===== src/rtl/cbrt_seq.sv =====
// Sequential integer cube root: root = floor(a^(1/3)), one root bit per STEP/MUL/UPDATE pass.
// Optional remainder output (a - root^3) is enabled by defining CBRT_REM_EN.
module cbrt_seq #(
    parameter  int WIDTH = 32,
    localparam int RW    = (WIDTH + 2) / 3
) (
    input  logic             clk,
    input  logic             reset,
    input  logic             start,
    input  logic [WIDTH-1:0] a,
    output logic             busy,
    output logic             done,
    output logic [RW-1:0]    root
`ifdef CBRT_REM_EN
    ,
    output logic [WIDTH-1:0] rem
`endif
);

    localparam int AW = 2 * RW + 2;
    localparam int TW = 5 * RW + 2;
    localparam int CW = (RW > 1) ? $clog2(RW) : 1;
    localparam int SW = $clog2(3 * RW);

    typedef enum logic [1:0] {
        S_IDLE   = 2'd0,
        S_STEP   = 2'd1,
        S_MUL    = 2'd2,
        S_UPDATE = 2'd3
    } state_t;

    state_t           state_q;
    logic [WIDTH-1:0] x_q;
    logic [RW-1:0]    y_q;
    logic [SW-1:0]    s_q;
    logic [CW-1:0]    bcnt_q;
    logic [CW-1:0]    mcnt_q;
    logic [AW-1:0]    m_q;
    logic [RW-1:0]    n_q;
    logic [AW-1:0]    acc_q;
    logic             busy_q;
    logic             done_q;
    logic [RW-1:0]    root_q;
`ifdef CBRT_REM_EN
    logic [WIDTH-1:0] rem_q;
`endif

    logic [RW-1:0]    y_sh_d;
    logic [AW-1:0]    m_init_d;
    logic [TW-1:0]    t_d;
    logic [TW-1:0]    x_ext_d;
    logic             fits_d;
    logic [WIDTH-1:0] x_upd_d;
    logic [RW-1:0]    y_upd_d;

    // Trial term t = (3y^2+3y+1) << s, kept wide enough that no bit is lost before the compare.
    always_comb begin
        y_sh_d   = y_q << 1;
        m_init_d = AW'({2'b00, y_sh_d}) + AW'({1'b0, y_sh_d, 1'b0});
        t_d      = (TW'(acc_q) + TW'(1)) << s_q;
        x_ext_d  = TW'(x_q);
        fits_d   = (t_d <= x_ext_d);
        if (fits_d) begin
            x_upd_d = x_q - t_d[WIDTH-1:0];
            y_upd_d = y_q + RW'(1);
        end else begin
            x_upd_d = x_q;
            y_upd_d = y_q;
        end
    end

    // Control FSM, datapath registers and registered handshake outputs.
    always_ff @(posedge clk or posedge reset) begin
        if (reset) begin
            state_q <= S_IDLE;
            x_q     <= '0;
            y_q     <= '0;
            s_q     <= '0;
            bcnt_q  <= '0;
            mcnt_q  <= '0;
            m_q     <= '0;
            n_q     <= '0;
            acc_q   <= '0;
            busy_q  <= 1'b0;
            done_q  <= 1'b0;
            root_q  <= '0;
`ifdef CBRT_REM_EN
            rem_q   <= '0;
`endif
        end else begin
            done_q <= 1'b0;
            case (state_q)
                S_IDLE: begin
                    if (start) begin
                        x_q     <= a;
                        y_q     <= '0;
                        s_q     <= SW'(3 * (RW - 1));
                        bcnt_q  <= CW'(RW - 1);
                        busy_q  <= 1'b1;
                        state_q <= S_STEP;
                    end else begin
                        state_q <= S_IDLE;
                    end
                end
                S_STEP: begin
                    y_q     <= y_sh_d;
                    m_q     <= m_init_d;
                    n_q     <= y_sh_d + RW'(1);
                    acc_q   <= '0;
                    mcnt_q  <= '0;
                    state_q <= S_MUL;
                end
                S_MUL: begin
                    if (n_q[0]) begin
                        acc_q <= acc_q + m_q;
                    end else begin
                        acc_q <= acc_q;
                    end
                    m_q <= m_q << 1;
                    n_q <= n_q >> 1;
                    if (mcnt_q == CW'(RW - 1)) begin
                        state_q <= S_UPDATE;
                    end else begin
                        mcnt_q  <= mcnt_q + CW'(1);
                    end
                end
                S_UPDATE: begin
                    x_q <= x_upd_d;
                    y_q <= y_upd_d;
                    if (bcnt_q != '0) begin
                        s_q     <= s_q - SW'(3);
                        bcnt_q  <= bcnt_q - CW'(1);
                        state_q <= S_STEP;
                    end else begin
                        root_q  <= y_upd_d;
`ifdef CBRT_REM_EN
                        rem_q   <= x_upd_d;
`endif
                        done_q  <= 1'b1;
                        busy_q  <= 1'b0;
                        state_q <= S_IDLE;
                    end
                end
                default: begin
                    state_q <= S_IDLE;
                    busy_q  <= 1'b0;
                end
            endcase
        end
    end

    assign busy = busy_q;
    assign done = done_q;
    assign root = root_q;
`ifdef CBRT_REM_EN
    assign rem  = rem_q;
`endif

endmodule


===== config.mk =====
export PLATFORM = sky130hd
export DESIGN_NAME = cbrt_seq
export DESIGN_NICKNAME = d
export VERILOG_FILES = /design/src/rtl/cbrt_seq.sv
export SDC_FILE = /design/constraint.sdc
export NUM_CORES = 1
export LEC_CHECK = 0
export CAP_MARGIN = 20
export CELL_PAD_IN_SITES_DETAIL_PLACEMENT = 1
export CELL_PAD_IN_SITES_GLOBAL_PLACEMENT = 2
export CORE_MARGIN = 2
export CORE_UTILIZATION = 35
export DETAILED_ROUTE_END_ITERATION = 7
export GPL_TIMING_DRIVEN = 0
export HOLD_SLACK_MARGIN = 0.05
export PLACE_DENSITY = 0.83
export SYNTH_ARGS = -nofsm -noshare
export SYNTH_HDL_FRONTEND = slang
export SYNTH_SLANG_ARGS = --single-unit

===== constraint.sdc =====
create_clock -name clk -period 6.1 [get_ports clk]
set_clock_uncertainty 0.2 [all_clocks]
set_input_delay 1.83 -clock clk [delete_from_list [all_inputs] [get_ports clk]]
set_output_delay 1.83 -clock clk [all_outputs]
set_load 0.1 [all_outputs]

# After elaboration in Yosys (flattened, before gate mapping)

Index checks and enable logic that the tools add are counted.

Shift operators: 1
Reductions and logical operators: 12
Add/subtract/negate cells: 9
Eq/ne operators: 11
Multiplexer cells: 27
Bitwise gates (word level): 1
$lt $le $gt $ge: 1

Operators with widths:

| kind                  | count |
|---|---|
| $pmux 24 s2           | 2 |
| $mux 32               | 2 |
| $pmux 32 s2           | 1 |
| $le 57x32->1          | 1 |
| $shl 25x6->57         | 1 |
| $pmux 11 s3           | 1 |
| $sub 32x32->32        | 1 |
| $add 24x1->25 const B | 1 |
| $add 24x24->24        | 1 |
| $mux 24               | 1 |
| $add 11x1->11 const B | 2 |
| $mux 11               | 2 |
| $pmux 11 s2           | 1 |
| $pmux 4 s2            | 2 |
| $ne 2x2->1 const B    | 7 |
| $add 11x12->13        | 1 |
| $mux 4                | 3 |
| $mux 6                | 2 |
| $pmux 6 s2            | 1 |
| $reduce_and 3->1      | 3 |
| $pmux 2 s4            | 1 |
| $reduce_and 2->1      | 4 |
| $mux 1                | 6 |
| $sub 6x2->6 const B   | 1 |
| other kinds (12)      | 14 |

Bits of input ports: 35
Register bits: 131
Output and inout port bits: 13

# Depth between registers and ports, before layout

Gate-level depths: netlist (run 1).

Word-level depth: 5
Gate-level depth with buffers: 25
Mapped depth without buffers: 21

# Worst setup path before layout (run 1)

No wires, ideal clock.

Path type: reg2reg
Start point: register s_q[2]
End point: register y_q[2]
Buffers on the path: 7
Path slack: 0.991 ns
Required time: 5.774 ns
Library setup time: 0.126 ns
Stages on the path, launching flop included: 21
Arrival: 4.783 ns
Clock period less this slack: 5.109 ns
Cell sequence: dfrtp_1 clkbuf_1 clkbuf_1 clkbuf_1 buf_1 buf_1 mux2i_1 a221o_1 inv_1 ha_1 clkbuf_1 nand2_1 a2bb2oi_1 a21oi_1 a2111oi_0 a21oi_1 nand4bb_1 a211oi_4 buf_4 nand2_1 a311o_1

Word-level cells in the longest chain between the ends: 4

RTL lines:

| element                | line | text |
|---|---|---|
| from (decl)            | 35   | `logic [SW-1:0] s_q;` |
| from (signal assigned) | 97   | `s_q <= SW'(3 * (RW - 1));` |
| from (signal assigned) | 131  | `s_q <= s_q - SW'(3);` |
| $shl 25x6->57          | 60   | `t_d = (TW'(acc_q) + TW'(1)) << s_q;` |
| $le 57x32->1           | 62   | `fits_d = (t_d <= x_ext_d);` |
| $mux 11                | 63   | `if (fits_d) begin` |
| $pmux 11 s3            | 92   | `case (state_q)` |
| to (signal assigned)   | 106  | `y_q <= y_sh_d;` |
| to (signal assigned)   | 129  | `y_q <= y_upd_d;` |
| to (decl)              | 34   | `logic [RW-1:0] y_q;` |

No other way between the ends.
A chain may end at the register's enable or synchronous reset.

# Worst setup path in the final report (run 1)

Start point: register s_q[3]
End point: register y_q[4]

The elaborated chain is that of the path after synthesis.

==> impl_results.md, run 1 <==
- Final Cycle Share: 0.948
- Synth unique cells: 78
- Clock Sinks: 129
- Synthesis Warnings: 0
- WL final: ~42 mm
- Die area: ~36000 um^2
- P per Cell Area: 614 nW/um^2
- Worst-Skew Late Latency: 0.45 ns
- Startpoint types: flop
- Switch share: 0.527
- Worst hold stages: 2
- Clock Path Buffers: 2
- Xor/xnor share of the synthesized area: 0.0432
- Slew Limit Fails: 0
- Vias in the first global route: around 12k
- Reg clk slew, reported paths: roughly 0.060 ns
- Worst path required time: 6.19 ns
- Global-route wire length before repair: 66.7 mm
- Max-cap viol count: 0
- Max Fanout on Critical Path: 10
- Clock power frac: 0.121
- Total CTS buffers: 17
- Combinational power share: 0.705
- Syn-to-layout area delta: 14.2%
- Placement Setup Slack: -1.41 ns
- Site Rows: 68
- Seq cells post-synth: approximately 130
- Most used DFF post-synth: dfrtp_1
- Global route overflow: 0
- Pin count of the biggest net entering global routing: 72
- Setup crit end kind: flop
- RSZ-0062 raised after global routing: no
- Largest family of logic cells by synthesized area: compound AO/OA/AOI/OAI gates
- Post-Synth Adder-Cell Area: 0.114
- Ant diodes: 0
- Core Area: about 34000 um^2
- Placed Area: approximately 13000 um^2
- Sw power: 0.00450 W
- Peak VDD IR: between 0.2 and 0.3 mV
- Hpwl dp: 32.8 mm
- Internal power: around 0.004 W
- Initial Utilization: 0.354
- Critical Setup Path Class: reg -> reg
- PortBufs: 47
- Status: finished, final reports clean
- Post-synth ARST share: 1.00
- Mapped Nets: about 1.6k
- Hold Path Class: reg -> reg
- Final Wtd Congestion: around 0.95
- DR iter-0 viols: 620
- Mean Syn Cell Area: 8.26 um^2
- Antenna viol nets, final: 0
- Fin crit period: 5.78 ns
- Portion of netlist area occupied by mux cells: 0.124
- Sequential share of power: 0.174
- Static Leak: 6.33 nW
- Final nets: about 1.7k
- Post-DR vias/cell: roughly 5.6
- All-Layer GR Usage: 0.237
- DRT Pass-1 Iters: 4
- Via Count: between 10k and 15k
- Sum Neg Setup Slack: 0 ns
- Clk root buf: clkbuf_16
- FMAX: about 0.17 GHz
- Worst path arrival time: between 5 and 6 ns
- Pwr Total: roughly 0.0085 W
- IO Pins: 48
- Worst slew margin: 0.340
- Synth Area in Simple Gates: 0.181
- Post-route cell area: ~14000 um^2
- Final setup vio count: 0
- R2r worst-path depth: 24
- Synth Instances: 1473
- Die W: between 150 and 200 um
- CTS tree: built
- # DRC: 0
- Final Hold Fails: 0
- EDFF count, synth: 0
- Worst setup slack after layout: roughly 0.32 ns
- Sequential area share after synthesis: 0.265
- Filler Cell Count: a little over 4k
- Hold_buf cts: 0
- Antenna violations before repair: 0
- Worst-Margin Slew: between 0.9 and 1 ns
- Share of cells above drive strength 1: 0.0941
- Compound-Gate Fraction of Synth Area: 0.209
- Htree depth: 4
- WL per Instance: about 21 um
- Post-Syn Area: 12200 um^2
- DIE HEIGHT: between 150 and 200 um
==> placed cells by master, fill, tap and decap left out, types with 6 or more instances in the layout <==
master / instances
nand2_1: 163
dfrtp_1: 129
o21ai_0: 111
inv_1: 107
ha_1: 106
nor2_1: 105
a21oi_1: 104
mux2i_1: 59
clkdlybuf4s50_1: 47
nand3_1: 46
clkbuf_1: 44
xnor2_1: 42
nor3_1: 39
a21o_1: 33
mux4_2: 31
o21ai_1: 23
nand2b_1: 22
mux2_2: 19
xor2_1: 18
a211oi_1: 17
clkbuf_16: 17
nor2b_1: 15
and3_1: 15
and2_1: 13
or2_2: 13
nand4_1: 11
clkbuf_2: 10
a22o_1: 9
a31oi_1: 9
o21a_1: 9
buf_2: 8
o211ai_1: 8
or3_1: 7
o21bai_1: 6
clkbuf_4: 6
o22ai_1: 6
o31a_1: 6
==> what timing repair did <==
action                                  in CTS  in global routing
gates resized for setup                     14                 21
buffers inserted                             1                  0
endpoints found under the setup margin      54                 51
pin swaps                                    1                  0
==> critical path: stages (launching register included) <==
cell	delay [ns]
dfrtp_1	0.33
buf_2	0.23
clkbuf_4	0.28
clkbuf_4	0.26
buf_2	0.28
clkbuf_4	0.29
a21oi_1	0.10
and2_1	0.18
a211oi_2	0.28
a21oi_1	0.06
or2_2	0.32
inv_1	0.06
ha_1	0.30
a21oi_1	0.20
a2bb2oi_1	0.19
a21oi_1	0.14
a2111oi_2	0.39
a21oi_1	0.17
nand4bb_1	0.28
a211oi_4	0.23
buf_12	0.17
buf_4	0.18
nand3_1	0.17
mux2i_1	0.19
o221ai_1	0.14
==> area by class of cell <==
cell class	instances	area, um^2	area share
inverters	113	433	0.0312
multi-input cells	1151	8200	0.590
repair buffers	49	518	0.0373
flip-flops and latches	129	3230	0.232
well taps	455	569	0.0410
clock buffers	21	470	0.0339
plain buffers	78	372	0.0268
clock inverters	11	104	0.00748
==> worst paths after layout <==
kind | slack (ns) | to | startpoint
max | 0.32 | y_q[4] | s_q[3]
min | 0.28 | root[0] | root[0]
max reg2reg | 0.32 | y_q[4] | s_q[3]
min reg2reg | 0.28 | root[0] | root[0]
max in group asynchronous | 3.23 | m_q[19] | reset
min in group asynchronous | 1.68 | done | reset
==> layer usage <==
| layer | vias to the layer above | wire [um] | global-route usage |
|---|---|---|---|
| met5 | - | 0 | 0 |
| met2 | 232 | 20300 | 0.403 |
| met4 | 0 | 1150 | 0.0847 |
| met3 | 60 | 1600 | 0.0374 |
| met1 | 5628 | 18800 | 0.305 |
| li1 | 5371 | - | - |
==> cells in the mapped netlist, types with 6 or more instances <==
| cell | number | area (um^2) |
|---|---|---|
| nand2_1 | 163 | 612 |
| dfrtp_1 | 129 | 3230 |
| o21ai_0 | 111 | 556 |
| inv_1 | 109 | 409 |
| ha_1 | 106 | 1330 |
| nor2_1 | 105 | 394 |
| a21oi_1 | 104 | 521 |
| mux2i_1 | 59 | 591 |
| clkbuf_1 | 54 | 203 |
| nand3_1 | 46 | 230 |
| xnor2_1 | 42 | 368 |
| nor3_1 | 40 | 200 |
| a21o_1 | 33 | 248 |
| mux4_2 | 31 | 698 |
| o21ai_1 | 24 | 120 |
| nand2b_1 | 22 | 138 |
| mux2_2 | 19 | 214 |
| a211oi_1 | 18 | 135 |
| xor2_1 | 18 | 158 |
| and3_1 | 15 | 93.8 |
| nor2b_1 | 15 | 93.8 |
| and2_1 | 13 | 81.3 |
| or2_2 | 13 | 81.3 |
| buf_2 | 11 | 55.1 |
| nand4_1 | 11 | 68.8 |
| buf_1 | 10 | 37.5 |
| a22o_1 | 9 | 78.8 |
| a31oi_1 | 9 | 56.3 |
| o21a_1 | 9 | 67.6 |
| o211ai_1 | 8 | 60.1 |
| or3_1 | 7 | 43.8 |
| o21bai_1 | 6 | 45.0 |
| o22ai_1 | 6 | 37.5 |
| o31a_1 | 6 | 52.6 |
==> metrics by stage <==
stage,util,hold WS [ns],cells
global route,0.404,0.317,2007
CTS,0.403,0.284,2008
finish,0.404,0.277,2007
floorplan,-,0.278,1473
detailed placement,0.385,0.274,1976
global placement,0.384,0.267,1975
==> state kept, by name (all words and copies together) (netlist names) <==
name,cells
x_q,32
acc_q,23
m_q,23
n_q,11
root,11
y_q,11
s_q,6
bcnt_q,4
mcnt_q,4
state_q,2
busy,1
done,1
==> kinds of logic after synthesis <==
group,count (synthesis)
compound gates,404
flops,129
simple gates,468
buf+inv,193
xor+xnor,60
fa+ha+maj,109
mux,110
==> power groups by stage <==
stage | Combinational [W] | Clock, W | Sequential [W]
after floorplan | 0.00421 | 0 | 0.00149
after global placement | 0.00579 | 0 | 0.00148
after detailed placement | 0.00591 | 0 | 0.00150
after CTS | 0.00598 | 0.00105 | 0.00149
after global routing | 0.00665 | 0.00108 | 0.00154
final | 0.00602 | 0.00103 | 0.00148
Note: power is estimated with default switching activity, not from simulation.
==> run 2: changes to the inputs <==
--- a/config.mk
+++ b/config.mk
@@ -14,6 +14,7 @@
 export GPL_TIMING_DRIVEN = 0
 export HOLD_SLACK_MARGIN = 0.05
 export PLACE_DENSITY = 0.83
+export SETUP_SLACK_MARGIN = 0.15
 export SYNTH_ARGS = -nofsm -noshare
 export SYNTH_HDL_FRONTEND = slang
 export SYNTH_SLANG_ARGS = --single-unit
==> impl_results.md, run 2 (same netlist as run 1, synthesis figures left out) <==
- DR WL met3: 1.38 mm (-14%)
- Worst setup slack after layout: 0.416 ns (+0.0973 ns)
- Post-DR vias/cell: 5.63 (about the same)
- Clock Sinks: 129 (unchanged)
- Via Count: 11.3k (+0.071%)
- Global-route wire length before repair: 66.7 mm (about the same)
- Sequential share of power: 0.173 (about the same)
- Core Area: 34400 um^2 (unchanged)
- Status: finished, final reports clean
- Max-cap viol count: 0 (unchanged)
- Htree depth: 4 (unchanged)
- Global route overflow: 0 (unchanged)
- Antenna violations before repair: 0 (unchanged)
- Clock power frac: 0.120 (about the same)
- DRT Pass-1 Iters: 5 (+1)
- All-Layer GR Usage: 0.237 (about the same)
- Syn-to-layout area delta: 14.6%
- Hold_buf cts: 0 (unchanged)
- Worst-Skew Late Latency: 0.45 ns (about the same)
- Filler Cell Count: 4147 (-0.14%)
- Final setup vio count: 0 (unchanged)
- Biggest register: x_q
- Hpwl dp: 32.8 mm (unchanged)
- Slew Limit Fails: 0 (unchanged)
- Ant diodes: 0 (unchanged)
- Die area: 36300 um^2 (unchanged)
- Final nets: 1684 (+0.059%)
- Critical path's largest stage delay: 0.57 ns (+0.18 ns)
- Highest metal layer with signal wires: met4
- Vias in the first global route: 11.8k (unchanged)
- Met2 wire length: 20.1 mm (-0.76%)
- WL final: 42.0 mm (+0.38%)
- Area occupied by multi-input gates: 8220 um^2 (+0.24%)
- Antenna viol nets, final: 0 (unchanged)
- Initial Utilization: 0.354 (unchanged)
- Worst path arrival time: 5.78 ns (-0.10 ns)
- FMAX: 0.176 GHz (+1.7%)
- Critical Setup Path Class: reg -> reg
- Combinational power share: 0.707 (+0.002)
- Final Hold Fails: 0 (unchanged)
- Largest delay share family, worst path: compound AO/OA/AOI/OAI gates
- Startpoint types: flop
- CTS tree: built
- Final Wtd Congestion: 0.955 (unchanged)
- Max Fanout on Critical Path: 10 (unchanged)
- Register area: 3230 um^2 (about the same)
- Share of cells above drive strength 1: 0.0959 (+0.00187)
- Reg clk slew, reported paths: 0.06 ns (about the same)
- Clk root buf: clkbuf_16
- Internal power: 0.00407 W (+0.87%)
- Commonest non-fill, non-tap cell in the layout: nand2_1
- Most frequent cells in the layout: nand2_1 (163), dfrtp_1 (128), o21ai_0 (111)
- Peak VDD IR: 0.261 mV (-0.51%)
- Worst slew margin: 0.339 (about the same)
- Most frequent CP cell: a21o_1
- Static Leak: 6.35 nW (+0.30%)
- Met1 wire length: 19.1 mm (+1.5%)
- # DRC: 0 (unchanged)
- CP bufs+invs: 7 (-1)
- Hold Path Class: reg -> reg
- Site Rows: 68 (unchanged)
- Top flop regs: x_q (32), acc_q (23), m_q (23)
- Clock Path Buffers: 2 (unchanged)
- Largest register FFs: 32 (unchanged)
- Pin count of the biggest net entering global routing: 72 (unchanged)
- Crit path cell chain: clkbuf_4, buf_4, buf_2, o22ai_1, mux2i_1, a2bb2oi_1, or2_2, inv_1, ha_1, clkbuf_1, a21o_1, a21o_1, a21o_1, a2111oi_2, a21oi_1, nand4bb_4, a211oi_4, buf_12, buf_4, nand3_1, mux2i_1, o221ai_1
- Sum Neg Setup Slack: 0 ns (unchanged)
- Die W: 190 um (unchanged)
- PortBufs: 47 (unchanged)
- Switch share: 0.526 (-0.000904)
- Worst-Margin Slew: 0.988 ns (+0.000236 ns)
- Fin crit period: 5.68 ns (-0.0973 ns)
- Sw power: 0.00452 W (+0.51%)
- Placement Setup Slack: -1.41 ns (unchanged)
- DIE HEIGHT: 190 um (unchanged)
- Worst path required time: 6.19 ns (about the same)
- Setup crit end kind: flop
- Final Cycle Share: 0.932 (-0.0160)
- P per Cell Area: 616 nW/um^2 (+0.37%)
- Slowest CP cell: o22ai_1
- RSZ-0062 raised after global routing: no
- IO Pins: 48 (unchanged)
- Total CTS buffers: 17 (unchanged)
- WL per Instance: 20.9 um (+0.33%)
- DR iter-0 viols: 647 (+4.4%)
## run 2: power by group through the flow
stage                     clock (W)  sequential (W)  combinational (W)
after floorplan                   0         0.00149            0.00421
after global placement            0         0.00148            0.00579
after detailed placement          0         0.00150            0.00591
after CTS                   0.00105         0.00149            0.00601
after global routing        0.00108         0.00154            0.00670
final                       0.00103         0.00149            0.00607
## run 2: repair_timing
item                       4_1_cts  5_1_grt
pin swaps                        1        0
setup endpoints to repair       54       54
resized for setup               22       24
cloned                           0        0
setup buffers                    1        0
## run 2: through the flow
stage	hold WS [ns]	power, W	cells	util	area, um^2
2_1_floorplan	0.278	0.00569	1473	-	12200
3_3_place_gp	0.267	0.00727	1975	0.384	13200
3_5_place_dp	0.274	0.00741	1976	0.385	13200
4_1_cts	0.284	0.00854	2008	0.404	13900
5_1_grt	0.317	0.00931	2008	0.405	13900
6_report	0.277	0.00859	2008	0.405	13900
## run 2: area by class of cell
type	instances	area share
Inverter	113	0.0311
Multi-Input combinational cell	1151	0.590
Clock inverter	11	0.00745
Sequential cell	129	0.232
Buffer	79	0.0282
Tap cell	455	0.0409
Clock buffer	21	0.0338
Timing Repair Buffer	49	0.0372
## run 2: layer usage
metal  up-vias  global-route usage
li1       5375                   -
met1      5658               0.304
met2       196               0.397
met3        70              0.0386
met4         0              0.0975
met5         -                   0
## run 2: final timing paths
| path | startpoint | to | slack [ns] | cells after the start |
|---|---|---|---|---|
| worst min register to register | root[0] | root[0] | 0.28 | 2 |
| worst max register to register | s_q[0] | y_q[4] | 0.42 | 22 |
| worst min-delay path | root[0] | root[0] | 0.28 | 2 |
| min in group asynchronous | reset | done | 1.68 | 2 |
| worst max-delay path | s_q[0] | y_q[4] | 0.42 | 22 |
| max in group asynchronous | reset | m_q[19] | 3.22 | 3 |
## run 2: worst min-delay path, cell delays in order (launching register included)
cell and delay [ns]:
dfrtp_1 0.34, nand2_1 0.04, o21ai_0 0.06
==> variant 1: new RTL, flow settings as in run 2 <==
Reset style: synchronous (`reset`), changed in one clocked block.
--- a/src/rtl/cbrt_seq.sv
+++ b/src/rtl/cbrt_seq.sv
@@ -70,7 +70,7 @@
     end
 
     // Control FSM, datapath registers and registered handshake outputs.
-    always_ff @(posedge clk or posedge reset) begin
+    always_ff @(posedge clk) begin
         if (reset) begin
             state_q <= S_IDLE;
             x_q     <= '0;
Check against the original RTL: differs if reset is asserted again (counterexample within 4 cycles, from zero or initial values and one cycle with reset high); with reset held inactive, the same outputs for 10 cycles.
==> variant 1 against run 2 <==
  * Sequential cell count stayed put
  * Final area is 1.6% higher
  * Worst setup slack better by 0.026 ns
  * Synthesized area is 0.69% lower
  * Sequential power is 17% lower
  * Non-clock buffer count is 35 higher
  * Wire length is 12% higher
  * Total power is 5.2% lower
  * Utilization is 0.77 points higher
  * Global-route usage is 2.3 points higher
  * Highest routed layer unchanged
==> variant 1: results <==
export IMPL_critical_path_max_fanout=10
export IMPL_post_dp_hpwl_um=35800
export IMPL_grt_total_usage_pct=26.0
export IMPL_rd_place_congestion=0.967
export IMPL_regToRegEndpoint="y_q[10]$_SDFFE_PP0P_"
export IMPL_comb_cell_power_mw=5.76
export IMPL_grt_pass1_vias=12576
export IMPL_postSynth_topFlopCell="sky130_fd_sc_hd__dfxtp_1"
export IMPL_synth_cell_type_count=82
export IMPL_worst_case_vdd_ir_drop_v=0.000275
export IMPL_wire_length_of_the_first_global_routing_pass_um=72600
export IMPL_synth_top_cells_by_area="sky130_fd_sc_hd__dfxtp_1 21%, sky130_fd_sc_hd__ha_1 11%, sky130_fd_sc_hd__mux2i_1 5.1%"
export IMPL_synth_top_cells_by_count="157 x sky130_fd_sc_hd__nor2_1, 129 x sky130_fd_sc_hd__dfxtp_1, 119 x sky130_fd_sc_hd__a21oi_1"
export IMPL_grt_start_max_net_pins=17
export IMPL_nNetsFinal=1759
export IMPL_syn_num_nets=1682
export IMPL_filler_cell_count=4181
export IMPL_maxUsedRoutingLayer="met4"
export IMPL_hold_path_cell_count=2
export IMPL_postLayoutSetupSlackWorst_ns=0.441
export IMPL_powerSeq_mw=1.23
export IMPL_dp_cells=2039
export IMPL_synthesis_instances=1538
export IMPL_switchingPower_mw=4.17
export IMPL_numPortBuffers=46
export IMPL_layout_area_seq_um2=2580
export IMPL_share_of_synthesized_registers_carrying_an_async_set_or_reset_pct=0
export IMPL_ys_seq_area_share_pct=21.4
export IMPL_crit_arrival_ns=5.80
export IMPL_layout_cells_non_filler=2082
export IMPL_crit_path_start_kind="flop"
export IMPL_drt_pre_antenna_iters=7
export IMPL_met2WireLength_um=22400
export IMPL_worstReg2RegStart="s_q[0]$_SDFFE_PP0P_"
export IMPL_max_slew_margin_rel_pct=33.1
export IMPL_pre_cts_slack_ns=-1.45
export IMPL_outcome="completed"
export IMPL_dpl_instance_area_um2=13100
export IMPL_wl_met1_um=20900
export IMPL_met3_wirelength_um=2090
export IMPL_worst_setup_hold_path_clk_slew_ns=0.07
export IMPL_final_layout_size_suffix_gt1_share_pct=12.1
export IMPL_p_per_area_nw_per_um2=575
export IMPL_worst_r2r_cell_count=21
export IMPL_wl_per_cell_um=22.6
export IMPL_cellLeakagePower_nw=5.70
export IMPL_cts_inserted_buffers=17
export IMPL_via_count=12291
export IMPL_detail_route_iter0_violations=838
export IMPL_report_final_setup_viol=0
export IMPL_largest_registers="x_q: 32 flops, acc_q: 23 flops, m_q: 23 flops"
export IMPL_hold_path_class="flop to flop"
==> variant 1: critical path: stages (launching register included) <==
cell,delay (ns)
sky130_fd_sc_hd__dfxtp_2,0.35
sky130_fd_sc_hd__buf_6,0.15
sky130_fd_sc_hd__buf_8,0.16
sky130_fd_sc_hd__mux4_2,0.54
sky130_fd_sc_hd__and2_1,0.18
sky130_fd_sc_hd__a211oi_1,0.30
sky130_fd_sc_hd__a211o_1,0.21
sky130_fd_sc_hd__a21o_1,0.21
sky130_fd_sc_hd__inv_1,0.07
sky130_fd_sc_hd__ha_1,0.41
sky130_fd_sc_hd__nand4_1,0.23
sky130_fd_sc_hd__nor4_2,0.28
sky130_fd_sc_hd__nand3_2,0.16
sky130_fd_sc_hd__a221oi_2,0.27
sky130_fd_sc_hd__o211ai_1,0.13
sky130_fd_sc_hd__a2111oi_2,0.30
sky130_fd_sc_hd__nand4b_1,0.15
sky130_fd_sc_hd__buf_4,0.18
sky130_fd_sc_hd__buf_6,0.15
sky130_fd_sc_hd__or4b_4,0.54
sky130_fd_sc_hd__and3_1,0.20
sky130_fd_sc_hd__o21a_1,0.18
==> variant 1: how the worst min path moves through the flow <==
stage | from | endpoint | slack [ns]
2_1_floorplan | n_q[1]$_SDFFE_PP0P_ | n_q[0]$_SDFFE_PP0P_ | 0.25
3_3_place_gp | n_q[10]$_SDFFE_PP0P_ | n_q[10]$_SDFFE_PP0P_ | 0.27
3_5_place_dp | n_q[10]$_SDFFE_PP0P_ | n_q[10]$_SDFFE_PP0P_ | 0.28
4_1_cts | n_q[10]$_SDFFE_PP0P_ | n_q[10]$_SDFFE_PP0P_ | 0.29
5_1_grt | n_q[1]$_SDFFE_PP0P_ | n_q[1]$_SDFFE_PP0P_ | 0.30
6_report | mcnt_q[3]$_SDFFE_PP0P_ | mcnt_q[3]$_SDFFE_PP0P_ | 0.28
==> variant 1: cell families after synthesis <==
logic type,Yosys count,synth area share (%)
flip-flops,129,21.4
AND/OR/NAND/NOR,491,19.4
XOR/XNOR,61,4.42
buffers and inverters,206,6.85
multiplexers,103,11.4
AO/OA/AOI/OAI,439,25.0
adder cells (fa/ha/maj),109,11.5
==> variant 1: what timing repair did <==
item	in CTS	in global routing
hold buffers	0	0
gates resized for setup	63	67
setup endpoints to repair	54	52
setup buffers	6	5
pin swaps	6	8
==> variant 1: layout make-up <==
type	instances	share of cell area [%]
multi-input combinational	1203	62.5
sequential	129	18.3
buffer	105	4.16
tap	455	4.02
timing repair buffer	58	3.90
clock buffer	20	3.22
inverter	101	2.68
clock inverter	11	1.25
==> variant 1: per-layer routing <==
| metal | vias to the layer above | global-route usage, % |
|---|---|---|
| li1 | 5741 | - |
| met1 | 6106 | 33.7 |
| met2 | 354 | 44.4 |
| met3 | 90 | 3.14 |
| met4 | 0 | 9.87 |
| met5 | - | 0 |
==> variant 2: new RTL, config.mk and constraints of run 2 <==
Made on the original files. Set the parameter `WIDTH` to 16 (it was 32).
--- a/src/rtl/cbrt_seq.sv
+++ b/src/rtl/cbrt_seq.sv
@@ -1,7 +1,7 @@
 // Sequential integer cube root: root = floor(a^(1/3)), one root bit per STEP/MUL/UPDATE pass.
 // Optional remainder output (a - root^3) is enabled by defining CBRT_REM_EN.
 module cbrt_seq #(
-    parameter  int WIDTH = 32,
+    parameter  int WIDTH = 16,
     localparam int RW    = (WIDTH + 2) / 3
 ) (
     input  logic             clk,
Interface: changed (resized a and root); port bits go from 48 to 27. The function was not compared with the original's and may differ.
==> variant 2 against run 2 <==
  * Final area decreased by 46%
  * Critical path type unchanged
  * Largest power group unchanged
  * Synthesized area fell by 46%
  * Sequential cell count down 54
  * Wire length shrank 53%
  * Sequential power down 41%
  * Synthesized cell count shrank 46%
  * Clock power is 37% lower
  * Fmax rose by 3.8%
  * Total power decreased by 45%
  * Critical path depth is 4 lower
  * Worst setup slack gained 0.21 ns
  * Count of clock-buffer cells in the layout down 11
  * Highest routed layer unchanged
==> variant 2: results <==
export IMPL_slowest_delay_ns=0.70
export IMPL_powerClk_uw=648
export IMPL_use_met1_pct=27.5
export IMPL_synth_cell_type_count=72
export IMPL_cts_inserted_buffers=9
export IMPL_filler_cell_count=2243
export IMPL_cts_htree_levels=3
export IMPL_worst_case_vdd_ir_drop_v=0.000238
export IMPL_outcome="completed"
export IMPL_ff2ff_setup_slack_ns=0.63
export IMPL_worst_path_max_delay_cell="sky130_fd_sc_hd__a2111oi_0"
export IMPL_grt_start_max_net_pins=62
export IMPL_wire_length_of_the_first_global_routing_pass_um=32600
export IMPL_syn_num_nets=883
export IMPL_sink_count_of_the_clock_tree=75
export IMPL_switchingPower_mw=2.46
export IMPL_hold_slack_ns=0.276
export IMPL_wl_per_cell_um=18.4
export IMPL_post_cts_buffers=0
export IMPL_numPortBuffers=26
export IMPL_post_dp_hpwl_um=15200
export IMPL_nNetsFinal=921
export IMPL_clk_insertion_delay_late_ns=0.35
export IMPL_highest_attainable_clock_frequency_ghz=0.183
export IMPL_post_synth_fa_ha_maj_area_fraction_pct=12.2
export IMPL_pre_cts_slack_ns=0.734
export IMPL_final_util_pct=40.4
export IMPL_cellLeakagePower_nw=3.30
export IMPL_share_of_final_layout_cell_area_taken_by_non_clock_buffers_pct=6.43
export IMPL_grt_total_usage_pct=20.7
export IMPL_synth_xor_area_share_pct=3.48
export IMPL_final_layout_size_suffix_gt1_share_pct=6.63
[variant 2: changes by cell type after synthesis, moves of 24 or more]
| cell | before | now |
|---|---|---|
| sky130_fd_sc_hd__mux4_2 | 31 | 5 |
| sky130_fd_sc_hd__o21ai_0 | 111 | 67 |
| sky130_fd_sc_hd__mux2i_1 | 59 | 23 |
| sky130_fd_sc_hd__nand2_1 | 163 | 79 |
| sky130_fd_sc_hd__inv_1 | 109 | 63 |
| sky130_fd_sc_hd__nor3_1 | 40 | 16 |
| sky130_fd_sc_hd__xnor2_1 | 42 | 13 |
| sky130_fd_sc_hd__dfrtp_1 | 129 | 75 |
| sky130_fd_sc_hd__nand3_1 | 46 | 14 |
| sky130_fd_sc_hd__a21oi_1 | 104 | 63 |
| sky130_fd_sc_hd__nor2_1 | 105 | 66 |
| sky130_fd_sc_hd__ha_1 | 106 | 59 |
[variant 2: per-layer routing]
metal	vias to the layer above	routed length [um]
met4	0	335
met2	97	9550
li1	2937	-
met5	-	0
met3	18	615
met1	2964	9380
